==> src/rtl/ticket_request_dispatcher.sv <==
// Ticket request dispatcher: queues customer requests in a small FIFO and issues them
// to the ticket seller one at a time, reporting each result and keeping saturating tallies.
module ticket_request_dispatcher #(
    parameter int DEPTH = 4,
    parameter int AW    = 2
) (
    input  logic          clk,
    input  logic          reset,
    input  logic          req_valid,
    input  logic [1:0]    req_cat,
    output logic          req_ready,
    input  logic          flush,
    output logic          purchase_vip,
    output logic          purchase_regular,
    output logic          purchase_student,
    output logic          purchase_senior,
    input  logic          purchase_success,
    input  logic          purchase_failed,
    output logic          done,
    output logic          done_ok,
    output logic [1:0]    done_cat,
    output logic [7:0]    served_count,
    output logic [7:0]    rejected_count,
    output logic [AW:0]   fifo_count,
    output logic          busy,
    output logic [1:0]    state_dbg
);

    // Handshake: a request transfers on a rising edge where req_valid && req_ready;
    // req_valid may be held across cycles, req_ready depends only on FIFO occupancy.

    typedef enum logic [1:0] {
        S_IDLE  = 2'd0,
        S_ISSUE = 2'd1,
        S_WAIT  = 2'd2
    } state_t;

    localparam logic [AW:0] FULL_CNT = (AW+1)'(DEPTH);
    localparam logic [AW:0] CNT_ONE  = (AW+1)'(1);
    localparam logic [AW-1:0] PTR_ONE = AW'(1);

    state_t          state_q, state_d;
    logic [AW-1:0]   wr_ptr_q, wr_ptr_d;
    logic [AW-1:0]   rd_ptr_q, rd_ptr_d;
    logic [AW:0]     count_q, count_d;
    logic [1:0]      mem_q [DEPTH];
    logic [1:0]      mem_d [DEPTH];
    logic [1:0]      cur_cat_q, cur_cat_d;
    logic [3:0]      purch_q, purch_d;
    logic            done_q, done_d;
    logic            done_ok_q, done_ok_d;
    logic [1:0]      done_cat_q, done_cat_d;
    logic [7:0]      served_q, served_d;
    logic [7:0]      rejected_q, rejected_d;
    logic            busy_q, busy_d;
    logic            push, pop;
    logic            unused_failed;

    // Only the success flag decides the outcome; failed and "neither" both count as rejected.
    assign unused_failed = purchase_failed;

    assign req_ready = (count_q != FULL_CNT);
    assign push      = req_valid && req_ready && !flush;
    assign pop       = (state_q == S_IDLE) && (count_q != '0) && !flush;

    always_comb begin
        wr_ptr_d = wr_ptr_q;
        rd_ptr_d = rd_ptr_q;
        count_d  = count_q;
        mem_d    = mem_q;
        if (push) begin
            mem_d[wr_ptr_q] = req_cat;
        end
        if (flush) begin
            wr_ptr_d = '0;
            rd_ptr_d = '0;
            count_d  = '0;
        end else begin
            if (push) wr_ptr_d = wr_ptr_q + PTR_ONE;
            if (pop)  rd_ptr_d = rd_ptr_q + PTR_ONE;
            if (push && !pop)      count_d = count_q + CNT_ONE;
            else if (pop && !push) count_d = count_q - CNT_ONE;
        end
    end

    always_comb begin
        state_d    = state_q;
        cur_cat_d  = cur_cat_q;
        purch_d    = 4'b0000;
        done_d     = 1'b0;
        done_ok_d  = done_ok_q;
        done_cat_d = done_cat_q;
        served_d   = served_q;
        rejected_d = rejected_q;
        case (state_q)
            S_IDLE: begin
                if (pop) begin
                    cur_cat_d = mem_q[rd_ptr_q];
                    // Registered pulse: set here so it is high exactly while in ISSUE.
                    purch_d   = 4'b0001 << mem_q[rd_ptr_q];
                    state_d   = S_ISSUE;
                end
            end
            S_ISSUE: begin
                state_d = S_WAIT;
            end
            S_WAIT: begin
                done_d     = 1'b1;
                done_cat_d = cur_cat_q;
                done_ok_d  = purchase_success;
                if (purchase_success) begin
                    if (served_q != 8'hFF) served_d = served_q + 8'd1;
                end else begin
                    if (rejected_q != 8'hFF) rejected_d = rejected_q + 8'd1;
                end
                state_d = S_IDLE;
            end
            default: begin
                state_d = S_IDLE;
            end
        endcase
        busy_d = (state_d != S_IDLE);
    end

    always_ff @(posedge clk or negedge reset) begin
        if (!reset) begin
            state_q    <= S_IDLE;
            wr_ptr_q   <= '0;
            rd_ptr_q   <= '0;
            count_q    <= '0;
            for (int i = 0; i < DEPTH; i++) mem_q[i] <= 2'd0;
            cur_cat_q  <= 2'd0;
            purch_q    <= 4'b0000;
            done_q     <= 1'b0;
            done_ok_q  <= 1'b0;
            done_cat_q <= 2'd0;
            served_q   <= 8'd0;
            rejected_q <= 8'd0;
            busy_q     <= 1'b0;
        end else begin
            state_q    <= state_d;
            wr_ptr_q   <= wr_ptr_d;
            rd_ptr_q   <= rd_ptr_d;
            count_q    <= count_d;
            mem_q      <= mem_d;
            cur_cat_q  <= cur_cat_d;
            purch_q    <= purch_d;
            done_q     <= done_d;
            done_ok_q  <= done_ok_d;
            done_cat_q <= done_cat_d;
            served_q   <= served_d;
            rejected_q <= rejected_d;
            busy_q     <= busy_d;
        end
    end

    assign purchase_vip     = purch_q[0];
    assign purchase_regular = purch_q[1];
    assign purchase_student = purch_q[2];
    assign purchase_senior  = purch_q[3];
    assign done             = done_q;
    assign done_ok          = done_ok_q;
    assign done_cat         = done_cat_q;
    assign served_count     = served_q;
    assign rejected_count   = rejected_q;
    assign fifo_count       = count_q;
    assign busy             = busy_q;
    assign state_dbg        = state_q;

endmodule

==> config.mk <==
export PLATFORM = sky130hd
export DESIGN_NAME = ticket_request_dispatcher
export DESIGN_NICKNAME = d
export VERILOG_FILES = /design/src/rtl/ticket_request_dispatcher.sv
export SDC_FILE = /design/constraint.sdc
export NUM_CORES = 1
export LEC_CHECK = 0
export ABC_AREA = 1
export CORE_AREA = 2 2 66 74
export DETAILED_ROUTE_END_ITERATION = 8
export DIE_AREA = 0 0 68 76
export DONT_BUFFER_PORTS = 1
export MAX_ROUTING_LAYER = met4
export PLACE_DENSITY = 0.62
export SYNTH_ARGS = -nofsm -noshare
export SYNTH_HDL_FRONTEND = slang
export SYNTH_SLANG_ARGS = --single-unit
==> constraint.sdc <==
create_clock -name clk -period 2.6 [get_ports clk]
set_clock_uncertainty 0.1 [all_clocks]
set_input_delay 0.26 -clock clk [delete_from_list [all_inputs] [get_ports clk]]
set_output_delay 0.26 -clock clk [all_outputs]
set_load 0.02 [all_outputs]
==> results of run 1 <==
[state kept, by name, summed over array words and instances, names as in the netlist]
name and count:
mem_q 8, served_count 8, busy 1, state_dbg 2
cur_cat_q 2, done 1, wr_ptr_q 2, rd_ptr_q 2
fifo_count 3, rejected_count 8, purch_q 4, done_cat 2
done_ok 1
[cells in the final DEF, fill, tap and decap left out, drive strengths merged]
cell type    count
ha               6
dlygate4sd3      2
nor3             4
o21ai           21
dfrtp           44
fa               1
xnor2            9
xor2             6
clkbuf           5
a21oi            5
o21bai           2
nor2            13
buf              2
inv             23
nand3           15
nand2           87
o22ai            1
a32oi            1
[per-layer routing]
metal  vias up  global-route usage [%]  part of all wire, %  wire, microns
met5         -                       -                    0              0
met4         0                   4.800                  1.5             57
met3         5                   4.727                  5.6            210
met2        30                   26.21                   49           1848
met1       713                   18.69                   44           1655
li1        774                       -                    -              -
[worst reg2reg max path, delay by kind of cell (launching register included)]
| family | cells | cell delay (ns) |
|---|---|---|
| adder cells (fa/ha/maj) | 1 | 0.37 |
| buffers and inverters | 2 | 0.19 |
| flip-flops | 1 | 0.47 |
| XOR/XNOR | 1 | 0.18 |
| AND/OR/NAND/NOR | 7 | 0.67 |
| AO/OA/AOI/OAI | 1 | 0.14 |
[final timing paths]
| path | endpoint | slack [ns] | cells after the start |
|---|---|---|---|
| setup / recovery | fifo_count[2]$_DFFE_PN0P_ | 0.38 | 12 |
| hold / removal | fifo_count[2]$_DFFE_PN0P_ | 0.03 | 3 |
| setup reg to reg | fifo_count[2]$_DFFE_PN0P_ | 0.38 | 12 |
| hold reg to reg | mem_q[3]$_DFFE_PN0P_ | 0.39 | 2 |
| max in group asynchronous | mem_q[3]$_DFFE_PN0P_ | 1.83 | 2 |
| min in group asynchronous | served_count[2]$_DFFE_PN0P_ | 0.37 | 2 |
[stage by stage]
step	power, mW	instances	util [%]	hold slack [ns]	cell area [sq um]
after floorplan	1.902	239	-	-0.1356	2120
after global placement	2.055	295	48.69	-0.1347	2186
after detailed placement	2.079	295	48.69	-0.1346	2186
after CTS	2.492	303	51.28	0.02065	2302
after global routing	2.660	303	51.28	0.03969	2302
final	2.452	303	51.28	0.02877	2302
[cells by family (layout without fill, tap and decap cells)]
logic type / after synthesis / after routing / share of synthesized area (%)
and+or+nand+nor: 119 / 119 / 23.97
buffers and inverters: 24 / 32 / 4.604
xor gates and xnor gates: 15 / 15 / 6.907
adders and majority gates: 7 / 7 / 4.486
DFF: 44 / 44 / 51.95
AOI/OAI and AO/OA: 30 / 30 / 8.088
[repair_timing]
item / in CTS / in global routing
resized for setup: 0 / 0
hold buffers: 3 / 0
endpoints found under the hold margin: 46 / 0
buffers inserted: 0 / 0
[layout make-up]
cell class,instances,area [sq um]
Multi-Input combinational cell,171,920.9
Inverter,23,86.33
Fill cell,422,2187
Tap cell,56,70.07
Timing Repair Buffer,4,55.05
Clock buffer,5,68.82
Sequential cell,44,1101
[where the power goes]
part	total, mW	internal [mW]	leakage [nW]	switching, mW
clock network	0.384	0.174	0.0359	0.210
registers	1.29	0.909	0.579	0.380
logic	0.779	0.296	0.514	0.483
==> impl_summary.txt, run 1 <==
----------------------------------------------------
[Outcome]
  Result of the run ... finished clean

[Timing]
  Final setup violating endpoints ... 0
  RSZ-0062 raised after global routing ... false
  Final critical-path required period ... 2.222 ns
  Final Slew Violations ... 0
  Transition time at the pin with the least slew margin ... 0.3846 ns
  Final worst setup slack ... 0.3785 ns
  Final setup TNS ... 0 ns
  Relative slew slack ... 74.36%
  Maximum clock rate ... 450.1 MHz
  Period utilisation layout ... 85.44%
  Hold Violations, Final ... 0

[Clock tree]
  Reg clk slew, reported paths ... 0.07 ns
  TritonCTS Buffers ... 5
  CTS tree ... yes
  Buffer cell driving the clock tree root ... clkbuf_8
  Deepest level of the CTS H-tree ... 2
  Number of buffers on the longest clock path ... 2
  Later-pin clock latency in the skew report ... 0.28 ns
  Clock Sink Count ... 44

[Setup path]
  Critical Path Fanout Max ... 8
  Critical path startpoint ... fifo_count[0]$_DFFE_PN0P_
  Cell Chain, Critical Path ... nor2_1 -> nand2_1 -> nand3_1 -> inv_1 -> nand2_1 -> inv_1 -> fa_1 -> xnor2_1 -> o21bai_1 -> nand2_1 -> nand2_1 -> nand2_1
  Slowest cell on crit path ... dfrtp_1
  Critical register-to-register path startpoint ... fifo_count[0]$_DFFE_PN0P_
  Most Frequent Cell on Critical Path ... nand2_1
  Critical Path Source Type ... flop
  Critical path's top delay family ... simple AND/OR/NAND/NOR gates
  Crit path largest cell delay ... 0.47 ns
  Worst path arrival time ... 2.30 ns
  Category of the worst setup path capture point ... flop
  Path type of the worst setup path ... flop to flop
  Required time worst endpoint ... 2.68 ns
  Buffer and inverter count on the worst path ... 2

[Synthesis]
  Warning count from the yosys run ... 0
  Share of synthesized flip-flops with an asynchronous set or reset ... 100.0%
  Synthesized instance count ... 239
  Most common flop cell mapped by yosys ... dfrtp_1
  Mean instance size in the synthesized netlist ... 8.868 sq um
  Sequential share of the synthesized area ... 51.95%
  Register bit count reported by yosys ... 44
  List of most frequent post-synthesis cells ... nand2_1, dfrtp_1, inv_1
  Synth area leader ... dfrtp_1
  Distinct cell type count after synthesis ... 23
  Post-synth EDFFs ... 0
  Most common cell in the netlist ... nand2_1
  Post-synthesis instance area ... 2120 sq um
  Area share of the largest cell type after synthesis ... 51.95%
  Cells taking the most area after synthesis ... dfrtp_1, nand2_1, o21ai_0, inv_1, xnor2_1
  Net Count, Synth ... 254

[Finish]
  Final net count ... 264
  Area growth, synth to finish ... 8.619%
  Layout cells sized above 1 ... 7.287%
  Antenna cell count ... 0

[Place]
  Sum of net half-perimeters after detailed placement ... 2.709 mm
  Pre-CTS worst setup slack ... 0.3754 ns
  Final Wtd Congestion ... 0.8093
  Count of input and output buffers ... 0

[Die]
  Core area ... 4489 sq um
  I/O pin total ... 39
  Die X-Extent ... 68 microns
  Initial Utilization ... 47.21%
  Std-Cell Rows ... 26
  Vertical die dimension ... 76 microns
  Floorplan die area ... 5168 sq um

[Routing]
  Vias after detailed routing ... 1522
  DRT iter0 DRCs ... 103
  Overall routed net length ... 3.772 mm
  Total DRC errors in the routed layout ... 0
  Vias per cell ... 5.023
  Detail-routed net length per standard cell ... 12.45 microns
  ANT nets after route ... 0
  Number of iterations in the first detailed-routing pass ... 4

[Run]
  Number of max-cap violations ... 0

[Global routing]
  Total global routing overflow ... 0
  Largest net degree at the start of global routing ... 45
  Via count of the first global-routing pass ... 1441
  Antenna violations before repair ... 0
  First-pass GRT wire length ... 6.244 mm
  Overall fraction of global-route tracks in use ... 16.01%

[Power and ir drop]
  Worst vdd rail ir drop ... 0.4921 mV
  Total power divided by cell area ... 1065 nW/um^2
  Static leakage ... 1.128 nW

[Hold path]
  Path class of the lowest-slack min-delay path ... primary input to flop
  Hold path startpoint ... flush

----------------------------------------------------
Power figures use the tool's default switching activity.
==> inputs of run 2 (changes only) <==
--- a/config.mk
+++ b/config.mk
@@ -12,6 +12,8 @@
 export DONT_BUFFER_PORTS = 1
 export MAX_ROUTING_LAYER = met4
 export PLACE_DENSITY = 0.62
+export RECOVER_POWER = 100
+export SETUP_SLACK_MARGIN = 0.4
 export SYNTH_ARGS = -nofsm -noshare
 export SYNTH_HDL_FRONTEND = slang
 export SYNTH_SLANG_ARGS = --single-unit
==> run 2 against run 1 <==
Compared with the run above:
- worst hold slack improved by 0.0098 ns
- first-iteration DRC count decreased by 26%
- final area decreased by 0.82%
- sequential share of layout area increased by 0.39 points
- via count decreased by 0.92%
- critical path type unchanged
==> impl_summary.txt, run 2 (synthesis results as in run 1) <==
----------------------------------------------------
[Outcome]
  Result of the run ... finished clean (unchanged)

[Finish]
  Total area of multi-input combinational cells ... 897.1 sq um (was 920.9 sq um)
  Most used cells in the layout excluding fill and tap cells ... nand2_1, dfrtp_1, inv_1, o21ai_0, nand3_1 (unchanged)
  Sequential cell area ... 1101 sq um (unchanged)
  Area growth, synth to finish ... 7.733% (was 8.619%)
  Layout cells sized above 1 ... 7.200% (was 7.287%)
  Filler cell count ... 435 (was 422)
  Most common cell after layout, fill and taps aside ... nand2_1 (unchanged)
  Final net count ... 264 (unchanged)
  Final core area utilization ... 50.86% (was 51.28%)
  Antenna cell count ... 0 (unchanged)

[Routing]
  Detail-routed net length per standard cell ... 12.45 microns (about the same)
  Overall routed net length ... 3.811 mm (was 3.772 mm)
  ANT nets after route ... 0 (unchanged)
  Number of iterations in the first detailed-routing pass ... 4 (unchanged)
  Total DRC errors in the routed layout ... 0 (unchanged)
  Vias after detailed routing ... 1508 (was 1522)
  DRT iter0 DRCs ... 76 (was 103)
  Vias per cell ... 4.928 (was 5.023)

[Global routing]
  Antenna violations before repair ... 0 (unchanged)
  First-pass GRT wire length ... 6.382 mm (was 6.244 mm)
  Via count of the first global-routing pass ... 1398 (was 1441)
  Total global routing overflow ... 0 (unchanged)
  Largest net degree at the start of global routing ... 45 (unchanged)
  Overall fraction of global-route tracks in use ... 16.63% (was 16.01%)

[Setup path]
  Most Frequent Cell on Critical Path ... nand2_1 (unchanged)
  Worst path arrival time ... 2.28 ns (was 2.30 ns)
  Critical Path Fanout Max ... 8 (unchanged)
  Crit path largest cell delay ... 0.49 ns (was 0.47 ns)
  Critical Path Source Type ... flop (unchanged)
  Path type of the worst setup path ... flop to flop (unchanged)
  Slowest cell on crit path ... dfrtp_1 (unchanged)
  Cell Chain, Critical Path ... nor2_4 -> nand2_4 -> nand3_1 -> inv_4 -> nand2_1 -> inv_2 -> fa_2 -> xnor2_1 -> o21bai_1 -> nand2_1 -> nand2_1 -> nand2_1 (was nor2_1 -> nand2_1 -> nand3_1 -> inv_1 -> nand2_1 -> inv_1 -> fa_1 -> xnor2_1 -> o21bai_1 -> nand2_1 -> nand2_1 -> nand2_1)
  Category of the worst setup path capture point ... flop (unchanged)
  Required time worst endpoint ... 2.69 ns (was 2.68 ns)

[Run]
  Number of max-cap violations ... 0 (unchanged)

[Die]
  I/O pin total ... 39 (unchanged)
  Initial Utilization ... 47.21% (unchanged)
  Std-Cell Rows ... 26 (unchanged)
  Vertical die dimension ... 76 microns (unchanged)
  Die X-Extent ... 68 microns (unchanged)
  Floorplan die area ... 5168 sq um (unchanged)
  Core area ... 4489 sq um (unchanged)

[Timing]
  Final Slew Violations ... 0 (unchanged)
  Hold Violations, Final ... 0 (unchanged)
  Maximum clock rate ... 455.7 MHz (was 450.1 MHz)
  Transition time at the pin with the least slew margin ... 1.083 ns (was 0.3846 ns)
  RSZ-0062 raised after global routing ... false (unchanged)
  Post-route worst hold slack ... 0.03856 ns (was 0.02877 ns)
  Final setup violating endpoints ... 0 (unchanged)
  Period utilisation layout ... 84.39% (was 85.44%)
  Final critical-path required period ... 2.194 ns (was 2.222 ns)
  Final worst setup slack ... 0.4058 ns (was 0.3785 ns)
  Final setup TNS ... 0 ns (unchanged)
  Relative slew slack ... 27.82% (was 74.36%)

[Clock tree]
  Reg clk slew, reported paths ... 0.08 ns (was 0.07 ns)
  TritonCTS Buffers ... 5 (unchanged)
  Later-pin clock latency in the skew report ... 0.29 ns (was 0.28 ns)
  Buffer cell driving the clock tree root ... clkbuf_8 (unchanged)
  CTS tree ... yes (unchanged)
  Clock Sink Count ... 44 (unchanged)
  Number of buffers on the longest clock path ... 2 (unchanged)
  Deepest level of the CTS H-tree ... 2 (unchanged)

[Power and ir drop]
  Worst vdd rail ir drop ... 0.4966 mV (was 0.4921 mV)
  Static leakage ... 1.128 nW (about the same)
  Final total power ... 2.502 mW (was 2.452 mW)
  Total power divided by cell area ... 1096 nW/um^2 (was 1065 nW/um^2)

[Place]
  Pre-CTS worst setup slack ... 0.2535 ns (was 0.3754 ns)
  Final Wtd Congestion ... 0.7665 (was 0.8093)
  Sum of net half-perimeters after detailed placement ... 2.687 mm (was 2.709 mm)
  Count of input and output buffers ... 0 (unchanged)

[Hold path]
  Path class of the lowest-slack min-delay path ... primary input to flop (unchanged)

----------------------------------------------------
## run 2: final cells by class
| class | instances | share of cell area, % |
|---|---|---|
| flip-flops and latches | 44 | 48.22 |
| multi-input cells | 171 | 39.29 |
| inverters | 23 | 3.890 |
| clock buffers | 7 | 3.781 |
| well taps | 56 | 3.068 |
| repair buffers | 4 | 1.425 |
| clock inverters | 1 | 0.3288 |
## run 2: what timing repair did
item / 4_1_cts / 5_1_grt
setup buffers: 0 / 1
setup endpoints to repair: 1 / 1
gates resized for setup: 5 / 10
hold buffers: 3 / 0
pin swaps: 0 / 4
hold endpoints to repair: 47 / 0
## run 2: path summary, 6_finish.rpt
kind                                           start                          end  slack (ns)  cells after the start
min                                 purchase_success          done_ok$_DFFE_PN0P_        0.04                      2
min reg2reg                     mem_q[2]$_DFFE_PN0P_         mem_q[2]$_DFFE_PN0P_        0.39                      2
min in group asynchronous                      reset  served_count[5]$_DFFE_PN0P_        0.61                      2
max reg2reg                fifo_count[1]$_DFFE_PN0P_    fifo_count[2]$_DFFE_PN0P_        0.41                     12
max in group asynchronous                      reset         purch_q[1]$_DFF_PN0_        1.13                      2
max                        fifo_count[1]$_DFFE_PN0P_    fifo_count[2]$_DFFE_PN0P_        0.41                     12
## run 2: layer usage
layer / global-route usage (%) / wire [microns] / part of all wire [%] / up-vias
met4: 6.000 / 64 / 1.7 / 0
met3: 5.908 / 213 / 5.6 / 5
met2: 25.24 / 1836 / 48 / 36
met1: 20.23 / 1696 / 45 / 692
li1: - / - / - / 775
met5: - / 0 / 0 / -
## run 2: per-stage QoR
stage / cell area, sq um / std cells
6_report: 2283 / 306
5_1_grt: 2283 / 306
4_1_cts: 2332 / 305
3_5_place_dp: 2181 / 294
3_3_place_gp: 2181 / 294
2_1_floorplan: 2122 / 239
## run 2: worst max-delay path: cells and delay by family, from the launching register on
kind | cells | cell delay, ns
fa+ha+maj | 1 | 0.34
buf+inv | 2 | 0.11
xor+xnor | 1 | 0.20
compound gates | 1 | 0.14
simple gates | 7 | 0.69
flops | 1 | 0.49
## run 2: power by group
group          switching, mW  internal [mW]
combinational          0.479          0.285
sequential             0.388          0.909
clock                  0.224          0.216
total                   1.09           1.41
==> inputs of run 3 (changes only) <==
--- a/config.mk
+++ b/config.mk
@@ -11,7 +11,7 @@
 export DIE_AREA = 0 0 68 76
 export DONT_BUFFER_PORTS = 1
 export MAX_ROUTING_LAYER = met4
-export PLACE_DENSITY = 0.62
+export PLACE_DENSITY = 0.64
 export RECOVER_POWER = 100
 export SETUP_SLACK_MARGIN = 0.4
 export SYNTH_ARGS = -nofsm -noshare
==> constraint.sdc (replaced) <==
create_clock -name clk -period 2 [get_ports clk]
set_clock_uncertainty 0.1 [all_clocks]
set_input_delay 0.2 -clock clk [delete_from_list [all_inputs] [get_ports clk]]
set_output_delay 0.2 -clock clk [all_outputs]
set_load 0.02 [all_outputs]
==> run 3 against run 2 <==
Compared with the run above:
- fmax increased by 16%
- total power is 41% higher
- combinational power is 86% higher
- sequential power increased by 18%
- largest power group unchanged
- final area increased by 9.6%
- global-route usage up 1.5 points
- non-clock buffer count grew 25
- sequential share of layout area fell by 4.1 points
- utilization increased by 4.9 points
- worst hold slack got worse by 0.026 ns
- highest routed layer unchanged
- sequential cell count stayed put
==> impl_summary.txt, run 3 (synthesis results as in run 1) <==
----------------------------------------------------
[Outcome]
  Result of the run ... finished clean (unchanged)

[Finish]
  Antenna cell count ... 0 (unchanged)
  Final design area excluding fillers ... 2502 sq um (was 2283 sq um)
  Layout cells sized above 1 ... 16.00% (was 7.200%)
  Area growth, synth to finish ... 18.06% (was 7.733%)
  Final net count ... 289 (was 264)
  Most used cells in the layout excluding fill and tap cells ... nand2_1, dfrtp_1, inv_1, o21ai_0, nand3_1 (unchanged)
  Most common cell after layout, fill and taps aside ... nand2_1 (unchanged)
  Non-filler cells, final ... 331 (was 306)

[Setup path]
  Crit path largest cell delay ... 0.52 ns (was 0.49 ns)
  Required time worst endpoint ... 2.12 ns (was 2.69 ns)
  Path type of the worst setup path ... flop to flop (unchanged)
  Critical Path Source Type ... flop (unchanged)
  Reg2reg path depth ... 7 (was 12)
  Slowest cell on crit path ... dfrtp_1 (unchanged)
  Critical Path Fanout Max ... 8 (unchanged)
  Worst path arrival time ... 2.01 ns (was 2.28 ns)
  Cell Chain, Critical Path ... ha_1 -> nand3_4 -> nor2_1 -> nand2_1 -> o21bai_2 -> nand2_1 -> o21ai_1 (was nor2_4 -> nand2_4 -> nand3_1 -> inv_4 -> nand2_1 -> inv_2 -> fa_2 -> xnor2_1 -> o21bai_1 -> nand2_1 -> nand2_1 -> nand2_1)
  Category of the worst setup path capture point ... flop (unchanged)
  Most Frequent Cell on Critical Path ... nand2_1 (unchanged)

[Global routing]
  Total global routing overflow ... 0 (unchanged)
  Largest net degree at the start of global routing ... 45 (unchanged)
  Overall fraction of global-route tracks in use ... 18.10% (was 16.63%)
  Antenna violations before repair ... 0 (unchanged)
  Via count of the first global-routing pass ... 1574 (was 1398)
  First-pass GRT wire length ... 6.941 mm (was 6.382 mm)

[Clock tree]
  Number of buffers on the longest clock path ... 2 (unchanged)
  CTS tree ... yes (unchanged)
  Clock Sink Count ... 44 (unchanged)
  Later-pin clock latency in the skew report ... 0.30 ns (was 0.29 ns)
  Buffer cell driving the clock tree root ... clkbuf_8 (unchanged)
  Deepest level of the CTS H-tree ... 2 (unchanged)
  Reg clk slew, reported paths ... 0.08 ns (about the same)
  TritonCTS Buffers ... 5 (unchanged)

[Place]
  Total instance count after detailed placement ... 308 (was 294)
  Total cell area at the placement stage ... 2310 sq um (was 2181 sq um)
  Final Wtd Congestion ... 0.7831 (was 0.7665)
  Pre-CTS worst setup slack ... 0.1206 ns (was 0.2535 ns)
  Sum of net half-perimeters after detailed placement ... 2.868 mm (was 2.687 mm)
  Count of input and output buffers ... 0 (unchanged)

[Routing]
  Detail-routed net length per standard cell ... 13.03 microns (was 12.45 microns)
  Overall routed net length ... 4.313 mm (was 3.811 mm)
  DRT iter0 DRCs ... 110 (was 76)
  Number of iterations in the first detailed-routing pass ... 4 (unchanged)
  Vias per cell ... 5.012 (was 4.928)
  ANT nets after route ... 0 (unchanged)
  Total DRC errors in the routed layout ... 0 (unchanged)
  Vias after detailed routing ... 1659 (was 1508)

[Power and ir drop]
  Total power divided by cell area ... 1412 nW/um^2 (was 1096 nW/um^2)
  Static leakage ... 1.216 nW (was 1.128 nW)
  Worst vdd rail ir drop ... 0.5942 mV (was 0.4966 mV)

[Die]
  Vertical die dimension ... 76 microns (unchanged)
  Std-Cell Rows ... 26 (unchanged)
  Die X-Extent ... 68 microns (unchanged)
  Core area ... 4489 sq um (unchanged)
  Initial Utilization ... 47.21% (unchanged)
  I/O pin total ... 39 (unchanged)
  Floorplan die area ... 5168 sq um (unchanged)

[Hold path]
  Number of instances on the worst hold path ... 2 (unchanged)
  Path class of the lowest-slack min-delay path ... primary input to flop (unchanged)

[Timing]
  Final critical-path required period ... 1.889 ns (was 2.194 ns)
  Maximum clock rate ... 529.4 MHz (was 455.7 MHz)
  Hold Violations, Final ... 0 (unchanged)
  Post-route worst hold slack ... 0.01266 ns (was 0.03856 ns)
  Relative slew slack ... 29.37% (was 27.82%)
  Transition time at the pin with the least slew margin ... 1.059 ns (was 1.083 ns)
  RSZ-0062 raised after global routing ... true (was false)
  Final setup TNS ... 0 ns (unchanged)
  Final worst setup slack ... 0.1112 ns (was 0.4058 ns)
  Final setup violating endpoints ... 0 (unchanged)
  Period utilisation layout ... 94.44% (was 84.39%)
  Final Slew Violations ... 0 (unchanged)

[Run]
  Number of max-cap violations ... 0 (unchanged)

----------------------------------------------------
## run 3: cell types whose count changed in the layout (fill, tap and decap cells not counted), sizes merged
cell	before	now
dlygate4sd3	2	4
clkbuf	9	21
buf	0	11
## run 3: worst paths after layout
kind                                              from                          end  slack, ns
max in group asynchronous                        reset    fifo_count[0]$_DFFE_PN0P_       0.54
min reg2reg                       mem_q[2]$_DFFE_PN0P_         mem_q[2]$_DFFE_PN0P_       0.39
min                                         req_cat[1]         mem_q[5]$_DFFE_PN0P_       0.01
max reg2reg                served_count[1]$_DFFE_PN0P_  served_count[2]$_DFFE_PN0P_       0.11
min in group asynchronous                        reset  served_count[5]$_DFFE_PN0P_       0.53
max                        served_count[1]$_DFFE_PN0P_  served_count[2]$_DFFE_PN0P_       0.11
## run 3: cell type report
type | instances | area, sq um
Fill cell | 421 | 1987
Clock inverter | 1 | 7.507
Sequential cell | 44 | 1104
Clock buffer | 7 | 86.33
Timing Repair Buffer | 29 | 190.2
Tap cell | 56 | 70.07
Multi-Input combinational cell | 171 | 958.4
Inverter | 23 | 86.33
## run 3: metal layers
metal / track usage [%] / routed length, microns
met1: 20.68 / 1801
met2: 28.93 / 2218
met3: 5.022 / 226
met4: 8.200 / 68
met5: - / 0
## run 3: per-stage QoR
| stage | total power [mW] | utilization [%] |
|---|---|---|
| 6_report | 3.534 | 55.74 |
| 5_1_grt | 3.830 | 55.74 |
| 4_1_cts | 3.649 | 56.35 |
| 3_5_place_dp | 2.926 | 51.45 |
| 3_3_place_gp | 2.892 | 51.45 |
| 2_1_floorplan | 2.517 | - |
## run 3: report_power, final
| group | switching [mW] | leakage [nW] | internal [mW] | total, mW |
|---|---|---|---|---|
| sequential | 0.343 | 0.576 | 1.19 | 1.53 |
| combinational | 0.893 | 0.596 | 0.531 | 1.42 |
| clock | 0.299 | 0.0445 | 0.281 | 0.579 |
| total | 1.54 | 1.22 | 2.00 | 3.53 |
## run 3: repair_timing
action                     4_1_cts  5_1_grt
pin swaps                        7       15
hold endpoints to repair        53        1
hold buffers                     4        1
setup endpoints to repair       10       20
setup buffers                    5        5
gates resized for setup          8       21
## run 3: worst max-delay path: cells and delay by family, from the launching register on
| kind | cells | cell delay (ns) |
|---|---|---|
| adder cells (fa/ha/maj) | 1 | 0.29 |
| AND/OR/NAND/NOR | 4 | 0.41 |
| AO/OA/AOI/OAI | 2 | 0.48 |
| flip-flops | 1 | 0.52 |
